===== src/rtl/expl_sweep_ctrl.sv =====
// rtl/expl_sweep_ctrl.sv - exhaustive 3-input sweep sequencer and self-checker for the expl_beh gate network
//
// Drives {a,b,c} through 000..111 in ascending order. Each vector is held for
// SETTLE_CYC clocks so the gate delays can settle. The controller then samples
// x/y for one cycle and compares them with the golden function:
//   x = a'bc | abc'
//   y = a | ab'c
// It reports a per-vector error map, a fail count, and pass/done.
//
// Ports
//   clk       in   1  rising-edge clock
//   rst       in   1  synchronous active-high reset (highest priority)
//   start     in   1  begin a sweep; only accepted in IDLE
//   abort     in   1  cancel the sweep; only honoured in SETTLE/SAMPLE
//   abc       out  3  drive to the network under test, abc[2]=a, abc[0]=c
//   x_in      in   1  network output x
//   y_in      in   1  network output y
//   busy      out  1  high while the sweep runs (SETTLE/SAMPLE)
//   done      out  1  one-cycle pulse when a sweep completes (not on abort)
//   pass      out  1  no failing vectors at completion; held until next start
//   fail_cnt  out  4  number of failing vectors, 0..8
//   err_vec   out  8  bit k set when vector k mismatched on x or y
module expl_sweep_ctrl #(
    parameter int SETTLE_CYC = 4
) (
    input  logic       clk,
    input  logic       rst,
    input  logic       start,
    input  logic       abort,
    output logic [2:0] abc,
    input  logic       x_in,
    input  logic       y_in,
    output logic       busy,
    output logic       done,
    output logic       pass,
    output logic [3:0] fail_cnt,
    output logic [7:0] err_vec
);

    // Settle counter terminal value. The counter runs 0..SETTLE_CYC-1, so a
    // vector spends SETTLE_CYC cycles in SETTLE and one cycle in SAMPLE.
    localparam logic [3:0] CNT_LAST = 4'(SETTLE_CYC - 1);

    typedef enum logic [1:0] {
        ST_IDLE   = 2'd0,
        ST_SETTLE = 2'd1,
        ST_SAMPLE = 2'd2,
        ST_DONE   = 2'd3
    } state_t;

    state_t     state, state_n;
    logic [3:0] cnt, cnt_n;
    logic [2:0] abc_n;
    logic       busy_n;
    logic       done_n;
    logic       pass_n;
    logic [3:0] fail_cnt_n;
    logic [7:0] err_vec_n;

    // Golden response for the vector currently on the bus.
    logic a_bit, b_bit, c_bit;
    logic exp_x, exp_y;
    logic mismatch;

    always_comb begin
        a_bit    = abc[2];
        b_bit    = abc[1];
        c_bit    = abc[0];
        exp_x    = (~a_bit & b_bit & c_bit) | (a_bit & b_bit & ~c_bit);
        exp_y    = a_bit | (a_bit & ~b_bit & c_bit);
        mismatch = (x_in != exp_x) || (y_in != exp_y);
    end

    always_ff @(posedge clk) begin
        if (rst) begin
            state    <= ST_IDLE;
            cnt      <= 4'd0;
            abc      <= 3'd0;
            busy     <= 1'b0;
            done     <= 1'b0;
            pass     <= 1'b0;
            fail_cnt <= 4'd0;
            err_vec  <= 8'd0;
        end else begin
            state    <= state_n;
            cnt      <= cnt_n;
            abc      <= abc_n;
            busy     <= busy_n;
            done     <= done_n;
            pass     <= pass_n;
            fail_cnt <= fail_cnt_n;
            err_vec  <= err_vec_n;
        end
    end

    always_comb begin
        state_n    = state;
        cnt_n      = cnt;
        abc_n      = abc;
        busy_n     = busy;
        done_n     = 1'b0;
        pass_n     = pass;
        fail_cnt_n = fail_cnt;
        err_vec_n  = err_vec;

        case (state)
            ST_IDLE: begin
                busy_n = 1'b0;
                // Results of the previous sweep stay visible until a new one starts.
                if (start) begin
                    state_n    = ST_SETTLE;
                    cnt_n      = 4'd0;
                    abc_n      = 3'd0;
                    busy_n     = 1'b1;
                    pass_n     = 1'b0;
                    fail_cnt_n = 4'd0;
                    err_vec_n  = 8'd0;
                end
            end

            ST_SETTLE: begin
                if (abort) begin
                    state_n = ST_IDLE;
                    busy_n  = 1'b0;
                    pass_n  = 1'b0;
                end else if (cnt == CNT_LAST) begin
                    state_n = ST_SAMPLE;
                end else begin
                    cnt_n = cnt + 4'd1;
                end
            end

            ST_SAMPLE: begin
                // Abort takes precedence over the sample, including on the final
                // vector, so an aborted sweep never produces a done pulse.
                if (abort) begin
                    state_n = ST_IDLE;
                    busy_n  = 1'b0;
                    pass_n  = 1'b0;
                end else begin
                    if (mismatch) begin
                        err_vec_n  = err_vec | (8'd1 << abc);
                        fail_cnt_n = fail_cnt + 4'd1;
                    end
                    if (abc == 3'd7) begin
                        // abc does not wrap; it stays at 7 until the next start.
                        state_n = ST_DONE;
                        busy_n  = 1'b0;
                        done_n  = 1'b1;
                        pass_n  = (fail_cnt_n == 4'd0);
                    end else begin
                        state_n = ST_SETTLE;
                        abc_n   = abc + 3'd1;
                        cnt_n   = 4'd0;
                    end
                end
            end

            ST_DONE: begin
                state_n = ST_IDLE;
                busy_n  = 1'b0;
            end

            default: begin
                state_n = ST_IDLE;
                busy_n  = 1'b0;
            end
        endcase
    end

endmodule


===== config.mk =====
export PLATFORM = sky130hd
export DESIGN_NAME = expl_sweep_ctrl
export DESIGN_NICKNAME = d
export VERILOG_FILES = /design/src/rtl/expl_sweep_ctrl.sv
export SDC_FILE = /design/constraint.sdc
export NUM_CORES = 1
export LEC_CHECK = 0
export CAP_MARGIN = 30
export CORE_AREA = 2 2 44 67
export CTS_BUF_LIST = sky130_fd_sc_hd__clkbuf_16
export CTS_CLUSTER_DIAMETER = 40
export DETAILED_ROUTE_END_ITERATION = 10
export DIE_AREA = 0 0 46 69
export GPL_ROUTABILITY_DRIVEN = 0
export GPL_TIMING_DRIVEN = 0
export PLACE_DENSITY = 0.74
export SLEW_MARGIN = 0
export SYNTH_ARGS = -nofsm -noshare
export SYNTH_HDL_FRONTEND = slang
export SYNTH_SLANG_ARGS = --single-unit

===== constraint.sdc =====
create_clock -name clk -period 2.6 [get_ports clk]
set_input_delay 0.78 -clock clk [delete_from_list [all_inputs] [get_ports clk]]
set_output_delay 0.78 -clock clk [all_outputs]
set_load 0.02 [all_outputs]

## Word level (Yosys, flattened, before mapping)

Cells that the tools add are included.

| cells by class | value |
|---|---|
| reduce and logical (&&, ||, !) cells | 13 |
| shifts and indexed selects | 1 |
| add/subtract/negate cells | 3 |
| bitwise operators | 13 |
| muxes and demuxes | 35 |
| eq/ne operators | 16 |

Operators with widths:

| kind | count |
|---|---|
| $mux W4 | 9 |
| $mux W8 | 3 |
| $pmux W8 S2 | 1 |
| $ne A2 B2 Y1 const B | 7 |
| $pmux W4 S3 | 1 |
| $reduce_and A4 Y1 | 3 |
| $mux W2 | 5 |
| $mux W3 | 3 |
| $add A4 B1 Y4 const B | 2 |
| $mux W1 | 8 |
| $or A8 B8 Y8 | 1 |
| $pmux W2 S4 | 1 |
| $pmux W4 S2 | 1 |
| $shl A1 B3 Y8 const A | 1 |
| $and A1 B1 Y1 | 6 |
| $ne A3 B3 Y1 const B | 2 |
| $pmux W3 S2 | 1 |
| $reduce_and A6 Y1 | 1 |
| $eq A2 B2 Y1 const B | 2 |
| $eq A4 B2 Y1 const B | 1 |
| $logic_not A4 Y1 | 1 |
| $not A1 Y1 | 4 |
| $pmux W1 S4 | 1 |
| $reduce_and A2 Y1 | 2 |
| other kinds (12) | 14 |

| storage, ports and cells | value |
|---|---|
| output and inout bits | 18 |
| flip-flop bits (word level) | 24 |

## Logic depth before layout (Yosys ltp)

| logic depth | value |
|---|---|
| depth in word-level cells | 13 |
| depth in mapped cells | 7 |

## Least setup slack after synthesis

Ideal clock, no wire load.

| timing path | value |
|---|---|
| path kind | in2reg |
| from | input port abort |
| to | register cnt[2] |
| stages on the path | 6 |
| data required time | 2484 ps |
| path buffers | 1 |
| path slack | 619 ps |
| setup time | 116 ps |
| arrival time | 1866 ps |
| cell sequence | buf_2 or3b_1 a21o_1 nand2b_2 nor2_1 a31o_1 |

| on the way | value |
|---|---|
| word-level cells in the longest chain between the ends | 2 |

RTL lines:

| what | line | source |
|---|---|---|
| start: declaration | 29 | `input logic abort,` |
| $ne A2 B2 Y1 (no line) | n/a |  |
| $reduce_and A6 Y1 (no line) (*) | n/a |  |
| end signal: assignment | 86 | `cnt <= cnt_n;` |
| end: declaration | 52 | `logic [3:0] cnt, cnt_n;` |

Mark *: on every way between the ends. The rest lies on a longest branch, timed or not.
A chain may end at the register's enable or synchronous reset.

## Worst setup path after layout

| timing path | value |
|---|---|
| from | register abc[1] |
| to | output port abc[1] |

RTL lines:

| what | line | source |
|---|---|---|
| start: declaration | 30 | `output logic [2:0] abc,` |
| start signal: assignment | 87 | `abc <= abc_n;` |

No word-level cell between the ends.

==> results.env <==
P_SWITCHING_uW=161
GLOBAL_ROUTE_WIRE_LENGTH_BEFORE_REPAIR_UM=4660
CLASS_OF_THE_TIGHTEST_HOLD_OR_REMOVAL_CHECK='flip-flop to flip-flop'
SYNTH.FF_LATCH_COUNT=24
DIE_H_UM=69
TIMING.CRITICAL_PATH.REQUIRED_PS=1820
CP_NUM_CELLS=1
DR_TOTAL_VIAS=1120
YS_TYPES=46
POST_ROUTE_CELLS_DRIVE_ABOVE_1_SHARE=0.0864
INTERNAL_POWER_uW=601
POST_CTS_SETUP_REPAIR_BUFFER_COUNT=0
ROUTED_VIA_DENSITY=5.99
FLOORPLAN.INITIALDENSITY=0.495
R2R_PATH_END='cnt[2]'
HTREEDEPTH=1
SEQ_POWER_SHARE=0.492
IR_DROP_WORST_VDD_mV=0.336
CLOCK-SINKS=24
OVERFLOW=0
PWR-SHARE-CLK=0.426
GRTUSAGETOTAL=0.189
NUMBER_OF_NETS_IN_THE_LAYOUT=178
INSERTION_DELAY_PS=250
CELL_CLASS_CONTRIBUTING_THE_BIGGEST_SHARE_OF_WORST_PATH_DELAY='buffers and inverters'
CTS.ROOT.BUFFER_CELL='sky130_fd_sc_hd__clkbuf_16'
PORT_BUFFERS=22
CRIT_SLOWEST_CELL='sky130_fd_sc_hd__clkdlybuf4s50_1'
SWSHARE=0.211
CRITPATHCAPTURETYPE='output port'
VIA_COUNT_OF_THE_FIRST_GLOBAL_ROUTING_PASS=1098
DIODES=0
TRITONCTS_BUFFER_COUNT=3
NUM_ROWS=23
COREAREA_UM2=2590
TIMING.FINAL.HOLD_VIOLATIONS=0
DIE_WIDTH_UM=46
WORST_SLEW_MARGIN_RELATIVE_TO_ITS_LIMIT=0.522
GRT_MAX_DEGREE=13
SLEW_VIOLATIONS=0
DRT-PASS1-ITER-COUNT=4
FINAL_PERIOD_MINUS_WORST_SETUP_SLACK_PS=2220
SYNTH.AVG_CELL_AREA_UM2=9.36
RR_STARTPOINT='abc[0]'
CTS_RESIZED=0
FINALSETUPTNS_PS=0
CRITPATHARRIVALTIME_PS=1440
DIE_AREA_UM2=3170
PWR_DENSITY_CELL_nW_PER_UM2=474
PLACE_HPWL_UM=2110
TIMING_STARTPOINT_OF_THE_CRITICAL_PATH='abc[1]'
WHS_PATH_DEPTH=1
POST_CTS_HOLD_BUFFER_COUNT=0
CLK_TRANSITION_REPORTED_PATHS_PS=60
POSTSYNTH.TOPFLOPCELL='sky130_fd_sc_hd__dfxtp_1'
DRCVIOLATIONCOUNT=0
CLK_PATH_BUF_DEPTH=2
CRITPATHCAPTURE='abc[1]'
ANT_NETS=0
FRACTION_OF_REGISTERS_WITH_ASYNC_SET_RESET=0
WORST_PATH_LARGEST_CELL_DELAY_PS=680
RRSETUPSLACK_PS=520
FINCLKSKEW_PS=4.54
FILLCELLCOUNT=226
WORST_PIN_SLEW_PS=714
FINAL_COMMON_CELL='sky130_fd_sc_hd__dfxtp_1'
SYNTH.CELL_AREA_UM2=1280
CRITPATHKIND='flip-flop to output port'
MOST-COMMON-LAYOUT-CELLS='24 x sky130_fd_sc_hd__dfxtp_1, 22 x sky130_fd_sc_hd__clkdlybuf4s50_1, 12 x sky130_fd_sc_hd__nor2_1'
POWER.LEAKAGE_nW=0.612
TRITONCTS='built'
POWER.SHARE.COMBINATIONAL=0.082
POST-ROUTE-CELL-AREA_UM2=1610
SYNTH-EDFF-COUNT=0
RUN_STATUS='complete, no violations'
PLACEDINSTANCEAREA_UM2=1530
GATE_COUNT_OF_THE_MAPPED_NETLIST=137
WORSTSETUPSTARTPOINTTYPE='flip-flop'
DRTITER0DRC=36
LAYOUT_WORST_PATH_CYCLE_SHARE=0.854
PATH_CELLS='clkdlybuf4s50_1'
SYN_NETS=151
ANTENNA_VIOLATIONS_BEFORE_REPAIR=0
AREA_GROWTH_SYN_TO_LAYOUT_PCT=25.5
NUM_IO_PINS=24
YS_SEQ_AREA_FRAC=0.375
WORSTPATHMAXFANOUT=7
SYNTH_WARNINGS=0
FMAX_GHz=0.451
CAP_VIOL_MAX_COUNT=0
SETUP_VIOL=0
RSZ_0062_RAISED_AFTER_GLOBAL_ROUTING='no'
ROUTEDWLPERCELL_UM=14.7
CRITICAL_PATH.N_BUFFERS_INVERTERS=1
R2R_CELLS=7
DETAIL_ROUTE.WIRELENGTH_UM=2750
metal layers:
layer  wire [um]  share of wire  track usage
met1        1110           0.40        0.222
met3          83          0.030       0.0262
met5           0              0            0
met4          82          0.030       0.0984
met2        1470           0.53        0.312
worst register-to-register path: stages, from the launching register on:
cell                       delay [ps]
sky130_fd_sc_hd__dfxtp_1          400
sky130_fd_sc_hd__ha_1             270
sky130_fd_sc_hd__ha_1             270
sky130_fd_sc_hd__or3b_1           370
sky130_fd_sc_hd__a21o_1           260
sky130_fd_sc_hd__nand2b_2         150
sky130_fd_sc_hd__nor2_1            50
sky130_fd_sc_hd__a31o_1           200
layout make-up:
| cell class | count | area (um^2) | share of cell area |
|---|---|---|---|
| clock buffer | 3 | 75.1 | 0.0467 |
| inverter | 8 | 30.0 | 0.0187 |
| timing repair buffer | 22 | 220 | 0.137 |
| tap | 25 | 31.3 | 0.0194 |
| sequential | 24 | 480 | 0.299 |
| buffer | 5 | 30.0 | 0.0187 |
| multi-input combinational | 100 | 742 | 0.461 |
cells in the mapped netlist, types with 2 or more instances:
cell / count / area share
sky130_fd_sc_hd__a211oi_1: 2 / 0.012
sky130_fd_sc_hd__a21oi_1: 7 / 0.027
sky130_fd_sc_hd__a22o_1: 6 / 0.041
sky130_fd_sc_hd__a31o_1: 2 / 0.014
sky130_fd_sc_hd__a31oi_1: 3 / 0.015
sky130_fd_sc_hd__a32o_1: 4 / 0.031
sky130_fd_sc_hd__and3_1: 3 / 0.015
sky130_fd_sc_hd__buf_2: 3 / 0.012
sky130_fd_sc_hd__dfxtp_1: 24 / 0.37
sky130_fd_sc_hd__ha_1: 8 / 0.078
sky130_fd_sc_hd__inv_1: 8 / 0.023
sky130_fd_sc_hd__mux2i_1: 2 / 0.016
sky130_fd_sc_hd__nand2_1: 3 / 0.0088
sky130_fd_sc_hd__nand2b_1: 7 / 0.034
sky130_fd_sc_hd__nand3_1: 2 / 0.0078
sky130_fd_sc_hd__nand4b_1: 2 / 0.014
sky130_fd_sc_hd__nor2_1: 12 / 0.035
sky130_fd_sc_hd__nor3_1: 4 / 0.016
sky130_fd_sc_hd__o21ai_0: 2 / 0.0078
sky130_fd_sc_hd__o21ai_1: 4 / 0.016
sky130_fd_sc_hd__o2bb2ai_1: 2 / 0.014
sky130_fd_sc_hd__xor2_1: 3 / 0.020
registers in the layout, summed over array words and instances (netlist names):
signal and count:
err_vec 8, cnt 4, fail_cnt 4, abc 3, state 2, busy 1
done 1, pass 1
worst min-delay path by stage:
stage               start    endpoint  slack [ps]
6_report       err_vec[5]  err_vec[5]         480
5_1_grt        err_vec[0]  err_vec[0]         490
4_1_cts        err_vec[5]  err_vec[5]         480
3_5_place_dp   err_vec[5]  err_vec[5]         460
3_3_place_gp   err_vec[4]  err_vec[4]         450
2_1_floorplan      cnt[1]      cnt[1]         480
power by group through the flow:
stage / clock, mW / combinational, mW / sequential [mW]
final: 0.325 / 0.0622 / 0.375
after global routing: 0.349 / 0.0689 / 0.375
after detailed placement: 0 / 0.0613 / 0.383
after CTS: 0.334 / 0.0619 / 0.375
after global placement: 0 / 0.0601 / 0.383
after floorplan: 0 / 0.0409 / 0.384
per-stage QoR:
| stage | utilization | hold WS (ps) | power, mW | std cells | setup slack [ps] |
|---|---|---|---|---|---|
| after floorplan | - | 479 | 0.425 | 137 | 619 |
| after global placement | 0.592 | 450 | 0.443 | 184 | 210 |
| after detailed placement | 0.592 | 462 | 0.445 | 184 | 200 |
| after CTS | 0.621 | 476 | 0.770 | 187 | 368 |
| after global routing | 0.621 | 490 | 0.793 | 187 | 328 |
| final | 0.621 | 475 | 0.762 | 187 | 381 |
kinds of logic after synthesis:
kind of cell / share of synthesized area
and+or+nand+nor: 0.207
adders and majority gates: 0.0781
buffers and inverters: 0.0468
AOI/OAI and AO/OA: 0.251
xor gates and xnor gates: 0.0273
DFF: 0.375
muxes: 0.0156
No activity file was read; power rests on OpenSTA's default activity.
==> RTL change, RTL diff (config.mk and constraints unchanged) <==
Reset style: asynchronous (`rst`), changed in one clocked block. Comments in the files are not updated.
--- a/src/rtl/expl_sweep_ctrl.sv
+++ b/src/rtl/expl_sweep_ctrl.sv
@@ -72,5 +72,5 @@
     end
 
-    always_ff @(posedge clk) begin
+    always_ff @(posedge clk or posedge rst) begin
         if (rst) begin
             state    <= ST_IDLE;
Check against the original RTL: differs if rst is asserted again (counterexample within 4 cycles, from zero or initial values and one cycle with rst high); with rst held inactive, the same outputs for 10 cycles.
==> RTL change against the original RTL <==
  * Design area is 8.6% higher
  * Sequential cell count stayed put
  * Utilization is 5.4 points higher
  * Routed wire length is 15% higher
  * Area after synthesis is 8.9% higher
  * Critical path type is now in -> reg
  * Non-clock buffer count stayed put
  * Setup slack worse by 0.24 ns
  * Highest routed layer unchanged
  * Fmax is 9.6% lower
  * Synthesized cell count is 1.5% higher
  * Critical path depth is 5 higher
  * Count of clock-buffer cells in the layout stayed put
  * Hold slack better by 0.0066 ns
Power is not compared: it rests on default switching activity, and its combinational part moved more than twofold at a synthesized area within 25%.
==> RTL change: results (changes against the original RTL) <==
Post-DRT Antenna Nets: 0 (unchanged)
Clk pin slew, worst setup/hold paths: 0.06 ns (about the same)
port bufs: 23 (+4.5%)
Seq/Total Area, Yosys: 43.0% (+5.5 points)
CP max FO: 6 (-1)
clk_skew: 0.00265 ns (-0.00188 ns)
layout cell share with drive strength beyond 1: 10.2% (+1.6 points)
ys async rst share: 100% (+100 points)
WL final: 3170 µm (+15%)
Netlist cell types: 45 (-2.2%)
detail-routed net length per standard cell: 16.6 µm (+13%)
setup bufs post-CTS: 0 (unchanged)
Post-CTS Resized: 0 (unchanged)
Global Route Usage Sum: 21.6% (+2.7 points)
top cells by count, synth: dfrtp_1 (24), nor2_1 (13), nand2_1 (12)
dpl ws: -0.234 ns (-0.434 ns)
ranking of synthesized cells by area: dfrtp_1 (43%), ha_1 (7.2%), a32o_1 (4.3%)
Crit path arrival time: 2.56 ns (+1.12 ns)
hold crit path type: reg -> reg
placed insts: 187 (+1.6%)
Max-slew headroom: 40.3% (-12 points)
Syn Nets: 153 (+1.3%)
first-pass GRT wire length: 5340 µm (+15%)
number of vias per cell: 6.30 (+5.2%)
status: finished, final reports clean
syn avg cell area: 10.0 µm² (+7.3%)
number of global-route vias before repair: 1175 (+7.0%)
CP max stage delay: 0.57 ns (-0.11 ns)
drt initial violations: 34 (-5.6%)
largest net degree at the start of global routing: 25 (+12)
Crit Path Class: in -> reg
Final #Nets: 181 (+1.7%)
Ys Warns: 0 (unchanged)
RTL change: changes by cell type in the layout (fill, tap and decap cells not counted), sizes merged, moves of 4 or more:
cell / unedited run / this run
dfrtp: 0 / 24
a22o: 6 / 1
nand2b: 8 / 2
dfxtp: 24 / 0
nand2: 4 / 12
or3: 1 / 5
RTL change: final timing paths:
check | startpoint | end | slack (ns) | depth (start not counted)
hold reg to reg | pass$_DFFE_PP0P_ | pass$_DFFE_PP0P_ | 0.48 | 2
hold / removal | pass$_DFFE_PP0P_ | pass$_DFFE_PP0P_ | 0.48 | 2
setup reg to reg | abc[0]$_DFFE_PP0P_ | abc[2]$_DFFE_PP0P_ | 0.33 | 6
setup / recovery | x_in | fail_cnt[3]$_DFFE_PP0P_ | 0.14 | 6
min in group asynchronous | rst | cnt[2]$_DFFE_PP0P_ | 1.02 | 2
max in group asynchronous | rst | done$_DFF_PP0_ | 1.03 | 2
RTL change: cells by family after synthesis:
kind of cell | count (synthesis) | share of synthesized area [%]
buf+inv | 13 | 4.30
xor+xnor | 1 | 1.17
simple gates | 54 | 21.5
mux | 4 | 2.96
compound gates | 35 | 19.9
fa+ha+maj | 8 | 7.17
flops | 24 | 43.0
RTL change: critical path: cells and delay by family:
family                 cells  cell delay [ns]
buffers and inverters      1             0.57
AOI/OAI and AO/OA          3             0.63
and+or+nand+nor            2             0.57
RTL change: final cells by class:
cell class / instances / area, µm²
Clock inverter: 1 / 3.75
Clock buffer: 3 / 75.1
Sequential cell: 24 / 601
Buffer: 4 / 26.3
Multi-Input combinational cell: 102 / 744
Tap cell: 25 / 31.3
Fill cell: 215 / 842
Inverter: 9 / 33.8
Timing Repair Buffer: 23 / 233
RTL change: layer usage:
metal	wire [µm]	track usage, %
met5	0	0
met4	38	6.35
met3	98	2.62
met2	1680	34.9
met1	1350	29.2
RTL change: power groups by stage:
| stage | clock network (mW) | registers [mW] | logic [mW] |
|---|---|---|---|
| after global placement | 0 | 0.431 | 0.164 |
| final | 0.332 | 0.426 | 0.171 |
| after CTS | 0.335 | 0.425 | 0.170 |
| after floorplan | 0 | 0.434 | 0.110 |
| after global routing | 0.355 | 0.430 | 0.193 |
| after detailed placement | 0 | 0.432 | 0.168 |
RTL change: stage by stage:
step	TNS (ns)	util (%)	hold WS [ns]
3_5_place_dp	-1.56	64.0	0.477
6_report	0	67.5	0.482
2_1_floorplan	0	-	0.466
5_1_grt	0	67.5	0.508
4_1_cts	0	67.1	0.490
3_3_place_gp	-0.930	64.0	0.473
